`src/rtl/seven_seg_pkg.sv`:
```
// Shared types and helpers for the seven-segment scanner.
// The downstream decoder takes its num and sel inputs with reversed bit order.
package seven_seg_pkg;

    localparam int NUM_DIGITS = 8;

    typedef logic [2:0] digit_idx_t;
    typedef logic [3:0] nibble_t;

    function automatic digit_idx_t bitrev3(input digit_idx_t v);
        return {v[0], v[1], v[2]};
    endfunction

    function automatic nibble_t bitrev4(input nibble_t v);
        return {v[0], v[1], v[2], v[3]};
    endfunction

endpackage

```
`src/rtl/seven_seg_scanner_if.sv`:
```
// Valid/ready load port carrying a full display frame: value, decimal points, enables.
interface seven_seg_scanner_if;
    logic        load_valid;
    logic        load_ready;
    logic [31:0] load_value;
    logic [7:0]  load_dp;
    logic [7:0]  load_en;

    modport master (output load_valid, output load_value, output load_dp,
                    output load_en, input load_ready);
    modport slave  (input load_valid, input load_value, input load_dp,
                    input load_en, output load_ready);
endinterface

```
`src/rtl/refresh_prescaler.sv`:
```
// Free-running divider: pulses tick once every REFRESH_DIV clk cycles.
module refresh_prescaler #(
    parameter int unsigned REFRESH_DIV = 100000,
    parameter int unsigned PRESC_W     = 20
) (
    input  logic clk,
    input  logic rst_n,
    output logic tick
);
    localparam logic [PRESC_W-1:0] LAST_COUNT = PRESC_W'(REFRESH_DIV - 1);

    logic [PRESC_W-1:0] cnt_q;
    logic [PRESC_W-1:0] cnt_d;

    // Wrap the count on the terminal value and flag it as the tick.
    always_comb begin
        tick  = 1'b0;
        cnt_d = cnt_q;
        if (cnt_q == LAST_COUNT) begin
            tick  = 1'b1;
            cnt_d = '0;
        end else begin
            tick  = 1'b0;
            cnt_d = cnt_q + PRESC_W'(1);
        end
    end

    // Count register.
    always_ff @(posedge clk or negedge rst_n) begin
        if (!rst_n) begin
            cnt_q <= '0;
        end else begin
            cnt_q <= cnt_d;
        end
    end

endmodule

```
`src/rtl/seven_seg_scanner.sv`:
```
// Time-multiplexed 8-digit scanner; new frames are shadowed and committed
// only when the scan wraps from digit 7 to digit 0, so the display never tears.
module seven_seg_scanner
    import seven_seg_pkg::*;
#(
    parameter int unsigned REFRESH_DIV = 100000,
    parameter int unsigned PRESC_W     = 20
) (
    input  logic                clk,
    input  logic                rst_n,
    seven_seg_scanner_if.slave  load,
    output logic [3:0]          num,
    output logic [2:0]          sel,
    output logic                dp,
    output logic                blank
);
    logic                  tick_s;
    logic                  commit_s;
    logic                  accept_s;

    digit_idx_t            idx_q, idx_d;
    logic                  pending_q, pending_d;
    logic [31:0]           shadow_value_q, shadow_value_d;
    logic [NUM_DIGITS-1:0] shadow_dp_q, shadow_dp_d;
    logic [NUM_DIGITS-1:0] shadow_en_q, shadow_en_d;
    logic [31:0]           active_value_q, active_value_d;
    logic [NUM_DIGITS-1:0] active_dp_q, active_dp_d;
    logic [NUM_DIGITS-1:0] active_en_q, active_en_d;
    nibble_t               num_q, num_d;
    digit_idx_t            sel_q, sel_d;
    logic                  dp_q, dp_d;
    logic                  blank_q, blank_d;

    refresh_prescaler #(
        .REFRESH_DIV (REFRESH_DIV),
        .PRESC_W     (PRESC_W)
    ) u_presc (
        .clk   (clk),
        .rst_n (rst_n),
        .tick  (tick_s)
    );

    // Accept and commit can never coincide: one needs pending low, the other high.
    always_comb begin
        accept_s       = load.load_valid && !pending_q;
        commit_s       = tick_s && (idx_q == 3'd7) && pending_q;
        idx_d          = idx_q;
        pending_d      = pending_q;
        shadow_value_d = shadow_value_q;
        shadow_dp_d    = shadow_dp_q;
        shadow_en_d    = shadow_en_q;
        active_value_d = active_value_q;
        active_dp_d    = active_dp_q;
        active_en_d    = active_en_q;

        if (tick_s) begin
            idx_d = idx_q + 3'd1;
        end else begin
            idx_d = idx_q;
        end

        if (accept_s) begin
            pending_d      = 1'b1;
            shadow_value_d = load.load_value;
            shadow_dp_d    = load.load_dp;
            shadow_en_d    = load.load_en;
        end else if (commit_s) begin
            pending_d      = 1'b0;
            active_value_d = shadow_value_q;
            active_dp_d    = shadow_dp_q;
            active_en_d    = shadow_en_q;
        end else begin
            pending_d = pending_q;
        end
    end

    // Outputs use next-idx and next-active values so they track the digit being entered.
    always_comb begin
        num_d   = num_q;
        sel_d   = sel_q;
        dp_d    = dp_q;
        blank_d = blank_q;
        if (tick_s) begin
            num_d   = bitrev4(active_value_d[{idx_d, 2'b00} +: 4]);
            sel_d   = bitrev3(idx_d);
            dp_d    = ~active_dp_d[idx_d];
            blank_d = ~active_en_d[idx_d];
        end else begin
            num_d   = num_q;
            sel_d   = sel_q;
            dp_d    = dp_q;
            blank_d = blank_q;
        end
        load.load_ready = ~pending_q;
    end

    // Scanner state, shadow/active frames and registered decoder outputs.
    always_ff @(posedge clk or negedge rst_n) begin
        if (!rst_n) begin
            idx_q          <= 3'd0;
            pending_q      <= 1'b0;
            shadow_value_q <= 32'd0;
            shadow_dp_q    <= 8'h00;
            shadow_en_q    <= 8'h00;
            active_value_q <= 32'd0;
            active_dp_q    <= 8'h00;
            active_en_q    <= 8'hFF;
            num_q          <= 4'b0000;
            sel_q          <= 3'b000;
            dp_q           <= 1'b1;
            blank_q        <= 1'b0;
        end else begin
            idx_q          <= idx_d;
            pending_q      <= pending_d;
            shadow_value_q <= shadow_value_d;
            shadow_dp_q    <= shadow_dp_d;
            shadow_en_q    <= shadow_en_d;
            active_value_q <= active_value_d;
            active_dp_q    <= active_dp_d;
            active_en_q    <= active_en_d;
            num_q          <= num_d;
            sel_q          <= sel_d;
            dp_q           <= dp_d;
            blank_q        <= blank_d;
        end
    end

    assign num   = num_q;
    assign sel   = sel_q;
    assign dp    = dp_q;
    assign blank = blank_q;

endmodule

```
`src/flat_wrapper.sv`:
```
// flat-port wrapper written by rule: the top's interface ports become plain ports
module seven_seg_scanner_flat import seven_seg_pkg::*;
#(
    parameter int unsigned REFRESH_DIV = 100000,
    parameter int unsigned PRESC_W     = 20
)
  (clk, rst_n, num, sel, dp, blank, load_load_valid, load_load_value, load_load_dp, load_load_en, load_load_ready);
  seven_seg_scanner_if load_i ();
  input  logic clk;
  input  logic rst_n;
  output logic [3:0] num;
  output logic [2:0] sel;
  output logic dp;
  output logic blank;
  input wire logic [$bits(load_i.load_valid)-1:0] load_load_valid;
  input wire logic [$bits(load_i.load_value)-1:0] load_load_value;
  input wire logic [$bits(load_i.load_dp)-1:0] load_load_dp;
  input wire logic [$bits(load_i.load_en)-1:0] load_load_en;
  output wire logic [$bits(load_i.load_ready)-1:0] load_load_ready;
  assign load_i.load_valid = load_load_valid;
  assign load_i.load_value = load_load_value;
  assign load_i.load_dp = load_load_dp;
  assign load_i.load_en = load_load_en;
  assign load_load_ready = load_i.load_ready;
  seven_seg_scanner #(.REFRESH_DIV(REFRESH_DIV), .PRESC_W(PRESC_W)) u_core (.clk(clk), .rst_n(rst_n), .load(load_i), .num(num), .sel(sel), .dp(dp), .blank(blank));
endmodule
```
`config.mk`:
```
export PLATFORM = sky130hd
export DESIGN_NAME = seven_seg_scanner_flat
export DESIGN_NICKNAME = d
export VERILOG_FILES = /design/src/rtl/seven_seg_pkg.sv /design/src/rtl/seven_seg_scanner_if.sv /design/src/rtl/refresh_prescaler.sv /design/src/rtl/seven_seg_scanner.sv /design/src/flat_wrapper.sv
export SDC_FILE = /design/constraint.sdc
export NUM_CORES = 1
export LEC_CHECK = 0
export CAP_MARGIN = 20
export CELL_PAD_IN_SITES_DETAIL_PLACEMENT = 0
export CELL_PAD_IN_SITES_GLOBAL_PLACEMENT = 1
export CORE_MARGIN = 2
export CORE_UTILIZATION = 46
export DETAILED_ROUTE_END_ITERATION = 16
export PLACE_DENSITY_LB_ADDON = 0.1
export RECOVER_POWER = 100
export SYNTH_ARGS = -nofsm -noshare
export SYNTH_HDL_FRONTEND = slang
export SYNTH_SLANG_ARGS = --single-unit
```
`constraint.sdc`:
```
create_clock -name clk -period 3.07 [get_ports clk]
set_input_delay 0.307 -clock clk [delete_from_list [all_inputs] [get_ports clk]]
set_output_delay 0.307 -clock clk [all_outputs]
set_load 0.02 [all_outputs]
```
==> flow_summary.json <==
{
  "drt_wl_total_um": 13600,
  "ys_seq_area_share_pct": 52.3,
  "cts_setup_buffers": 0,
  "crit_fanout": 13,
  "drive_above_1_share_pct": 25.5,
  "rows": 42,
  "crit_type": "flop to flop",
  "htree_levels": 4,
  "clock_latency_ns": 0.42,
  "fmax_mhz": 350,
  "grt_max_degree": 55,
  "drtIter0Drc": 245,
  "rr_worst_depth": 7,
  "viasPerCell": 5.40,
  "rsz0062_at_grt": "no",
  "p_per_area_nw_per_um2": 539,
  "min_period_ns": 2.86,
  "core_um2": 13200,
  "synth_cells": 539,
  "wire_per_inst_um": 17.3,
  "die-area_um2": 14400,
  "ys_top_cells_by_area": "dfrtp_1 49%, mux2_2 17%, dfstp_2 3.8%",
  "drv_cap": 1,
  "routed-via-count": 4275,
  "grt_pass1_vias": 4544,
  "ir_worst_vdd_uv": 391,
  "remaining_drc_errors": 0,
  "synth_top_cell_by_area": "dfrtp_1",
  "start_kind": "flop",
  "p_leak_nw": 3.31,
  "ant_nets": 0,
  "async_flop_share_pct": 100,
  "io_pins": 61,
  "hpwl_um": 9050,
  "end_kind": "flop",
  "synth.top_cell.area_share_pct": 48.5,
  "antenna_found_initial": 0,
  "cts_buffers": 17,
  "p_total_mw": 4.10,
  "cts_buffer_depth": 2,
  "status": "complete, but fails checks",
  "fin_skew_ns": 0.0122,
  "grt_first_pass_wirelength_um": 23300,
  "syn_to_final_growth_pct": 22.9,
  "num_antenna_cells": 0,
  "postSynthAreaPerCell_um2": 11.5,
  "yosysUniqueCellTypes": 53,
  "whs_path_depth": 1,
  "port_buffers": 60,
  "violations": "max-capacitance violations, max-slew violations",
  "cts_hold_buf": 1,
  "hold_viol": 0,
  "fin_crit_sh_pct": 93.0,
  "worst_slew_pin_slew_ns": 1.62,
  "cp.arrival_ns": 3.17,
  "cts.clk_slew.worst_paths_ns": 0.06,
  "cts_root_buf": "clkbuf_16",
  "critical_path_required_ns": 3.38,
  "grt.overflow.total": 0,
  "synthFlopType": "dfrtp_1",
  "fin_tns_setup_ns": 0,
  "track_usage_pct": 20.9,
  "ys_seq_elements": 129,
  "die_w_um": 120,
  "cts_resized": 0,
  "synth_area_um2": 6190,
  "drv_slew": 32,
  "cts_tree": "built",
  "cts_sinks": 129,
  "hold_class": "flop to flop",
  "die_h_um": 120,
  "syn_nets": 593,
  "finalWeightedCongestion": 0.808,
  "synth_edf_count": 0,
  "nNetsFinal": 656,
  "initial_core_util_pct": 46.9,
  "slew_headroom_pct": -8.24,
  "dr.pass1.iters": 4,
  "synth_warnings": 0,
  "setup_viol": 0
}
final timing paths:
check	from	endpoint	slack (ns)
max	u_core.u_presc.cnt_q[5]	u_core.blank	0.21
max reg2reg	u_core.u_presc.cnt_q[5]	u_core.blank	0.21
min reg2reg	u_core.u_presc.cnt_q[0]	u_core.u_presc.cnt_q[0]	0.48
max in group asynchronous	rst_n	u_core.u_presc.cnt_q[19]	1.02
min in group asynchronous	rst_n	u_core.shadow_value_q[19]	0.75
min	u_core.u_presc.cnt_q[0]	u_core.u_presc.cnt_q[0]	0.48
synthesized netlist by cell type, types with 4 or more instances:
cell type	n
o31ai_1	7
o2111ai_1	7
buf_2	8
and3_1	4
a21oi_1	12
a211oi_1	4
xnor2_1	11
clkbuf_1	15
nor2_1	60
dfstp_2	9
mux2_2	94
buf_1	8
nand2_1	50
and2_1	4
xor2_1	7
mux2i_1	12
nor3_1	15
dfrtp_1	120
o21ai_0	15
a2111oi_0	4
a31oi_1	4
nand3_1	14
nor3b_1	4
power by group:
part           switching (mW)  internal (mW)  total [mW]
clock                   0.728           1.36        2.09
sequential             0.0612           1.78        1.84
combinational          0.0600          0.114       0.175
flip-flops by register name, indices dropped and copies added, names as in the netlist:
| signal | flops |
|---|---|
| u_core.idx_q | 3 |
| u_core.active_dp_q | 8 |
| u_core.sel | 3 |
| u_core.active_en_q | 8 |
| u_core.shadow_value_q | 32 |
| u_core.dp | 1 |
| u_core.active_value_q | 32 |
| u_core.num | 4 |
| u_core.pending_q | 1 |
| u_core.u_presc.cnt_q | 20 |
| u_core.blank | 1 |
| u_core.shadow_en_q | 8 |
| u_core.shadow_dp_q | 8 |
worst max-delay path, stage by stage, from the launching register on:
cell,delay (ns)
dfrtp_1,0.46
nor4b_4,0.39
and4_1,0.32
nand2_1,0.32
xnor2_1,0.60
mux2i_1,0.26
a211oi_1,0.09
o31ai_1,0.30
cell type report:
| class | count | area, um2 |
|---|---|---|
| repair buffers | 76 | 712 |
| inverters | 4 | 15.0 |
| flip-flops and latches | 129 | 3240 |
| clock buffers | 23 | 488 |
| multi-input cells | 374 | 2800 |
| fillers | 1135 | 5580 |
| clock inverters | 9 | 129 |
| well taps | 176 | 220 |
logic make-up (layout without fill, tap and decap cells):
family | Yosys count | after routing | synth area share [%]
AO/OA/AOI/OAI | 72 | 72 | 8.10
XOR/XNOR | 18 | 18 | 2.55
adder cells (fa/ha/maj) | 3 | 3 | 0.606
buffers and inverters | 36 | 112 | 2.40
flip-flops | 129 | 129 | 52.3
multiplexers | 109 | 109 | 20.1
AND/OR/NAND/NOR | 172 | 172 | 13.9
per-layer routing:
layer | GRT usage, % | vias up | wire length (um)
li1 | - | 2054 | -
met1 | 28.7 | 2112 | 6440
met4 | 8.38 | 0 | 215
met2 | 32.3 | 92 | 6410
met3 | 4.66 | 17 | 576
met5 | 0 | - | 0
cells in the final DEF, fill, tap and decap left out, types with 5 or more instances in the layout:
cell,netlist,routed
mux2i_1,12,12
a21oi_1,12,12
o31ai_1,7,7
mux2_2,94,92
nand3_1,14,14
nor3_1,15,15
nor2_1,60,61
dlygate4sd3_1,0,11
dfrtp_1,120,120
nand2_1,50,50
xor2_1,7,7
clkdlybuf4s50_1,0,49
clkbuf_1,15,5
buf_4,1,8
o21ai_0,15,15
dfstp_2,9,9
o2111ai_1,7,7
clkbuf_16,0,17
xnor2_1,11,11
stage by stage:
stage / util, % / setup slack [ns] / std cells / instance area [um2] / hold WS [ns]
floorplan: - / 0.607 / 539 / 6190 / 0.0114
global placement: 53.1 / 0.398 / 758 / 7010 / 0.394
detailed placement: 53.1 / 0.216 / 758 / 7010 / 0.413
CTS: 57.9 / 0.168 / 791 / 7630 / 0.480
global route: 57.7 / 0.0168 / 791 / 7610 / 0.491
finish: 57.7 / 0.214 / 791 / 7610 / 0.484
Note: power is estimated with default switching activity, not from simulation.
==> RTL edit 1 (same flow settings) <==
`PRESC_W` is set to 20 in 3 places; all go to 30.
--- a/src/rtl/refresh_prescaler.sv
+++ b/src/rtl/refresh_prescaler.sv
@@ -1,7 +1,7 @@
 // Free-running divider: pulses tick once every REFRESH_DIV clk cycles.
 module refresh_prescaler #(
     parameter int unsigned REFRESH_DIV = 100000,
-    parameter int unsigned PRESC_W     = 20
+    parameter int unsigned PRESC_W     = 30
 ) (
     input  logic clk,
     input  logic rst_n,
--- a/src/rtl/seven_seg_scanner.sv
+++ b/src/rtl/seven_seg_scanner.sv
@@ -4,7 +4,7 @@
     import seven_seg_pkg::*;
 #(
     parameter int unsigned REFRESH_DIV = 100000,
-    parameter int unsigned PRESC_W     = 20
+    parameter int unsigned PRESC_W     = 30
 ) (
     input  logic                clk,
     input  logic                rst_n,
--- a/src/flat_wrapper.sv
+++ b/src/flat_wrapper.sv
@@ -2,7 +2,7 @@
 module seven_seg_scanner_flat import seven_seg_pkg::*;
 #(
     parameter int unsigned REFRESH_DIV = 100000,
-    parameter int unsigned PRESC_W     = 20
+    parameter int unsigned PRESC_W     = 30
 )
   (clk, rst_n, num, sel, dp, blank, load_load_valid, load_load_value, load_load_dp, load_load_en, load_load_ready);
   seven_seg_scanner_if load_i ();
Formal check against the unedited RTL: same outputs for any inputs over 10 cycles, from zero or initial values and one cycle with rst_n low; that may be too few to reach the edited logic, so the function may still have changed.
==> RTL edit 1 against the original RTL <==
  * The run still ends with capacitance limit, slew limit left
  * Maximum frequency grew 5.2%
  * Worst setup slack better by 0.14 ns
  * Cell count is 8.6% lower
  * Clock power is 14% higher
  * Final area is 2.4% higher
  * Critical path depth stayed put
  * Routed wire length decreased by 4.4%
  * Area after synthesis up 2.2%
  * Sequential cell count rose by 10
  * Total power grew 10%
  * Worst hold slack better by 0.0068 ns
  * Non-clock buffer count down 2
  * Critical path type unchanged
  * Critical endpoint is now u_core.active_value_q[6]
==> RTL edit 1: results (changes against the original RTL) <==
- R2R Setup Slk: 0.35 ns (+0.14 ns)
- Max cap viols: 1 (unchanged)
- Syn_nets: 519 (-12%)
- GR Util met2: 32.0% (-0.29 points)
- Arrival time worst endpoint: 3.02 ns (-0.15 ns)
- Synth top area cells: dfrtp_1 51%, mux2_2 16%, mux4_2 6.1%, dfstp_2 3.7%, mux2_4 2.1%
- First-pass GRT wire length: 22100 um (-5.3%)
- Total GRT Usage: 19.7% (-1.2 points)
- Vias: 3947 (-7.7%)
- Min-Delay Path Class: reg2reg
- Post-synthesis compound-gate area fraction: 4.29% (-3.8 points)
- Failing checks: capacitance limit, slew limit
- Post-Synth Adder-Cell Area: 0.593% (-0.013 points)
- Hold Crit Start: u_core.u_presc.cnt_q[24]
- Most frequent cells after synthesis: 130 x dfrtp_1, 88 x mux2_2, 26 x nor2_1
- # setup viols final: 0 (unchanged)
- Pins Over Slew Limit: 74 (+130%)
- Reg-to-Reg Start: u_core.u_presc.cnt_q[0]
- Wl on met1: 5870 um (-8.9%)
- Sequential-to-total area share from yosys stat: 55.2% (+2.8 points)
- Slowest CP cell: or3_1
- WL met3: 455 um (-21%)
- Initial DRC Count: 194 (-21%)
- Slew Limit Headroom: -19.5% (-11 points)
- Clock root buffer: clkbuf_16
- Clock skew: 0.00466 ns (-0.00752 ns)
- Largest family of logic cells by synthesized area: multiplexers
- Drt wl/cell: 18.0 um (+4.5%)
- Vias in the first global route: 4220 (-7.1%)
- Crit-path leading delay family: simple AND/OR/NAND/NOR gates
- GR Util met1: 25.8% (-3.0 points)
- GR Util met3: 5.64% (+0.98 points)
- Crit-path max FO: 27 (+14)
- Placer congestion estimate: 0.784 (-3.0%)
- Xor-xnor portion of the synthesized cell area: 3.74% (+1.2 points)
- Pre-Repair DR Iteration Count: 4 (unchanged)
- Share of layout cells above drive strength 1: 29.1% (+3.5 points)
- Status: finished, violations left
- Pin count of the biggest net entering global routing: 75 (+36%)
- Distinct cell type count after synthesis: 52 (-1.9%)
- Hold Path Sink: u_core.u_presc.cnt_q[24]
- # nets final: 588 (-10%)
- Post-DP HPWL: 8640 um (-4.5%)
- Fillers: 1092 (-3.8%)
- DR WL met2: 6550 um (+2.1%)
- Top flop regs: u_core.active_value_q x32, u_core.shadow_value_q x32, u_core.u_presc.cnt_q x30
- Leak Pwr: 0.00350 uW (+5.6%)
- Max VDD drop: 379 uV (-3.1%)
- Multiplexer area fraction after synthesis: 24.8% (+4.7 points)
- Max incr delay on CP: 0.52 ns (-0.08 ns)
- CP Capture Point: u_core.active_value_q[6]
-- RTL edit 1: cell types whose count changed after synthesis, moves of 8 or more --
cell / delta
mux4_2: +14
nand2_1: -28
a21oi_1: -9
nor3_1: -8
nor2_1: -34
mux2_4: +9
dfrtp_1: +10
-- RTL edit 1: stage by stage --
| step | power, uW | cells | cell area (um^2) | setup WS (ns) | hold slack (ns) |
|---|---|---|---|---|---|
| final | 4530 | 723 | 7790 | 0.354 | 0.491 |
| after global routing | 4710 | 723 | 7790 | 0.213 | 0.479 |
| after CTS | 4590 | 723 | 7860 | 0.425 | 0.480 |
| after detailed placement | 2180 | 690 | 7160 | 0.446 | 0.367 |
| after global placement | 2170 | 690 | 7160 | 0.506 | 0.368 |
| after floorplan | 2040 | 465 | 6320 | 0.711 | 0.0114 |
-- RTL edit 1: power by group --
| group | switching [uW] | leakage (uW) | internal [uW] |
|---|---|---|---|
| registers | 58.2 | 0.00181 | 1910 |
| clock network | 759 | 0.000332 | 1630 |
| logic | 60.2 | 0.00135 | 112 |
-- RTL edit 1: layout make-up --
class | count | share of cell area (%)
Clock inverter | 11 | 3.08
Sequential cell | 139 | 44.8
Tap cell | 176 | 2.83
Timing Repair Buffer | 74 | 9.54
Clock buffer | 21 | 5.78
Inverter | 7 | 0.337
Multi-Input combinational cell | 295 | 33.6
-- RTL edit 1: cell families (layout without fill, tap and decap cells) --
family / after synthesis / count (layout)
buf+inv: 31 / 113
flops: 139 / 139
compound gates: 40 / 40
mux: 120 / 120
simple gates: 105 / 105
fa+ha+maj: 3 / 3
xor+xnor: 27 / 27
-- RTL edit 1: what timing repair did --
| action | 4_1_cts | 5_1_grt |
|---|---|---|
| endpoints found under the hold margin | 64 | 0 |
| setup endpoints to repair | 0 | 0 |
| buffers inserted | 0 | 0 |
| hold buffers | 1 | 0 |
==> RTL edit 2 (config.mk and constraints unchanged) <==
Without the edit above. Make the reset (`rst_n`) synchronous in 2 clocked blocks.
--- a/src/rtl/refresh_prescaler.sv
+++ b/src/rtl/refresh_prescaler.sv
@@ -26,7 +26,7 @@
     end
 
     // Count register.
-    always_ff @(posedge clk or negedge rst_n) begin
+    always_ff @(posedge clk) begin
         if (!rst_n) begin
             cnt_q <= '0;
         end else begin
--- a/src/rtl/seven_seg_scanner.sv
+++ b/src/rtl/seven_seg_scanner.sv
@@ -95,7 +95,7 @@
     end
 
     // Scanner state, shadow/active frames and registered decoder outputs.
-    always_ff @(posedge clk or negedge rst_n) begin
+    always_ff @(posedge clk) begin
         if (!rst_n) begin
             idx_q          <= 3'd0;
             pending_q      <= 1'b0;
Formal check against the unedited RTL: differs if rst_n is asserted again (counterexample within 4 cycles, from zero or initial values and one cycle with rst_n low); with rst_n held inactive, the same outputs for 10 cycles.
==> RTL edit 2 against the original RTL <==
  * Cell count rose by 23%
  * Routed wire length increased by 15%
  * Worst setup slack better by 0.12 ns
  * Clock skew is 0.0056 ns lower
  * Total power increased by 4.3%
  * Area after synthesis shrank 0.30%
  * Non-clock buffer count unchanged
  * Critical path depth did not move
  * Final area shrank 0.79%
  * Sequential share of layout area shrank 8.3 points
  * Count of clock-buffer cells in the layout unchanged
  * Combinational power is 10% higher
  * Sequential cell count unchanged
  * Highest routed layer unchanged
==> RTL edit 2: results (changes against the original RTL) <==
- Sequential-to-total area share from yosys stat: 41.8% (-10 points)
- R2R Setup Slk: 0.33 ns (+0.12 ns)
- Async SR Flop Fraction: 0% (-100 points)
- Max incr delay on CP: 0.49 ns (-0.11 ns)
- Pre-Repair DR Iteration Count: 6 (+2)
- Post-DP HPWL: 10800 um (+20%)
- Status: completed
- Multiplexer area fraction after synthesis: 4.82% (-15 points)
- Vias in the first global route: 5137 (+13%)
- Clock skew: 0.00661 ns (-0.00557 ns)
- Post-Synth Adder-Cell Area: 0.608% (+0.0018 points)
- Share of layout cells above drive strength 1: 9.01% (-17 points)
- IO buf count: 60 (unchanged)
- Switching Share: 19.8% (-0.88 points)
- Placer congestion estimate: 0.882 (+9.1%)
- Crit-path max FO: 10 (-3)
- Drt wl/cell: 16.1 um (-6.9%)
- First-pass GRT wire length: 26000 um (+11%)
- Initial DRC Count: 488 (+99%)
- Max VDD drop: 376 uV (-3.7%)
- Ys flop type: dfxtp_1
- Most frequent cells after synthesis: 233 x nand2_1, 129 x dfxtp_1, 91 x a21boi_0
- Distinct cell type count after synthesis: 61 (+15%)
- Fillers: 1215 (+7.0%)
- Worst-Margin Slew: 0.944 ns (-0.680 ns)
- Hold Crit Start: rst_n
- Hold Path Sink: u_core.num[3]
- Vias: 5433 (+27%)
- Reg-to-Reg Start: u_core.u_presc.cnt_q[11]
- Part of the power in registers: 40.9% (-3.9 points)
- R2r endpoint: u_core.num[1]
- Min-Delay Path Class: in2reg
- Pin count of the biggest net entering global routing: 67 (+22%)
- Total GRT Usage: 23.0% (+2.1 points)
- Leak Pwr: 0.00266 uW (-20%)
- Hold Path Depth: 3 (+2)
==> RTL edit 2: cells by family (layout without fill, tap and decap cells) <==
group	after synthesis	count (layout)
AO/OA/AOI/OAI	184	184
XOR/XNOR	18	18
adder cells (fa/ha/maj)	3	3
buffers and inverters	58	112
flip-flops	129	129
multiplexers	26	26
AND/OR/NAND/NOR	327	327
==> RTL edit 2: how the worst max path moves through the flow <==
| stage | endpoint | slack (ns) | depth (start not counted) |
|---|---|---|---|
| 2_1_floorplan | u_core.blank | 0.98 | 8 |
| 3_3_place_gp | u_core.blank | 0.60 | 7 |
| 3_5_place_dp | u_core.num[1] | 0.56 | 8 |
| 4_1_cts | u_core.num[1] | 0.52 | 8 |
| 5_1_grt | u_core.num[3] | 0.16 | 7 |
| 6_report | u_core.num[1] | 0.33 | 7 |
==> RTL edit 2: final cells by class <==
type                       instances  area, um^2  share of cell area, %
clock buffer                      23         488                   6.47
clock inverter                     9         200                   2.65
inverter                           4        15.0                  0.199
sequential                       129        2580                   34.2
multi-input combinational        558        3340                   44.2
timing repair buffer              76         701                   9.29
tap                              176         220                   2.92
==> RTL edit 2: per-stage QoR <==
stage | hold WS [ns] | worst slack (ns) | total power, uW | std cells | utilization, %
2_1_floorplan | 0.426 | 0.976 | 1880 | 745 | -
3_3_place_gp | 0.439 | 0.598 | 1980 | 943 | 52.2
3_5_place_dp | 0.456 | 0.559 | 1980 | 943 | 52.2
4_1_cts | 0.370 | 0.524 | 4320 | 975 | 57.4
5_1_grt | 0.427 | 0.158 | 4420 | 975 | 57.2
6_report | 0.382 | 0.334 | 4280 | 975 | 57.2
==> RTL edit 2: per-layer routing <==
layer | wire [um] | GRT usage (%)
met1 | 7320 | 30.4
met2 | 7290 | 36.6
met3 | 831 | 5.61
met4 | 216 | 8.38
met5 | 0 | 0
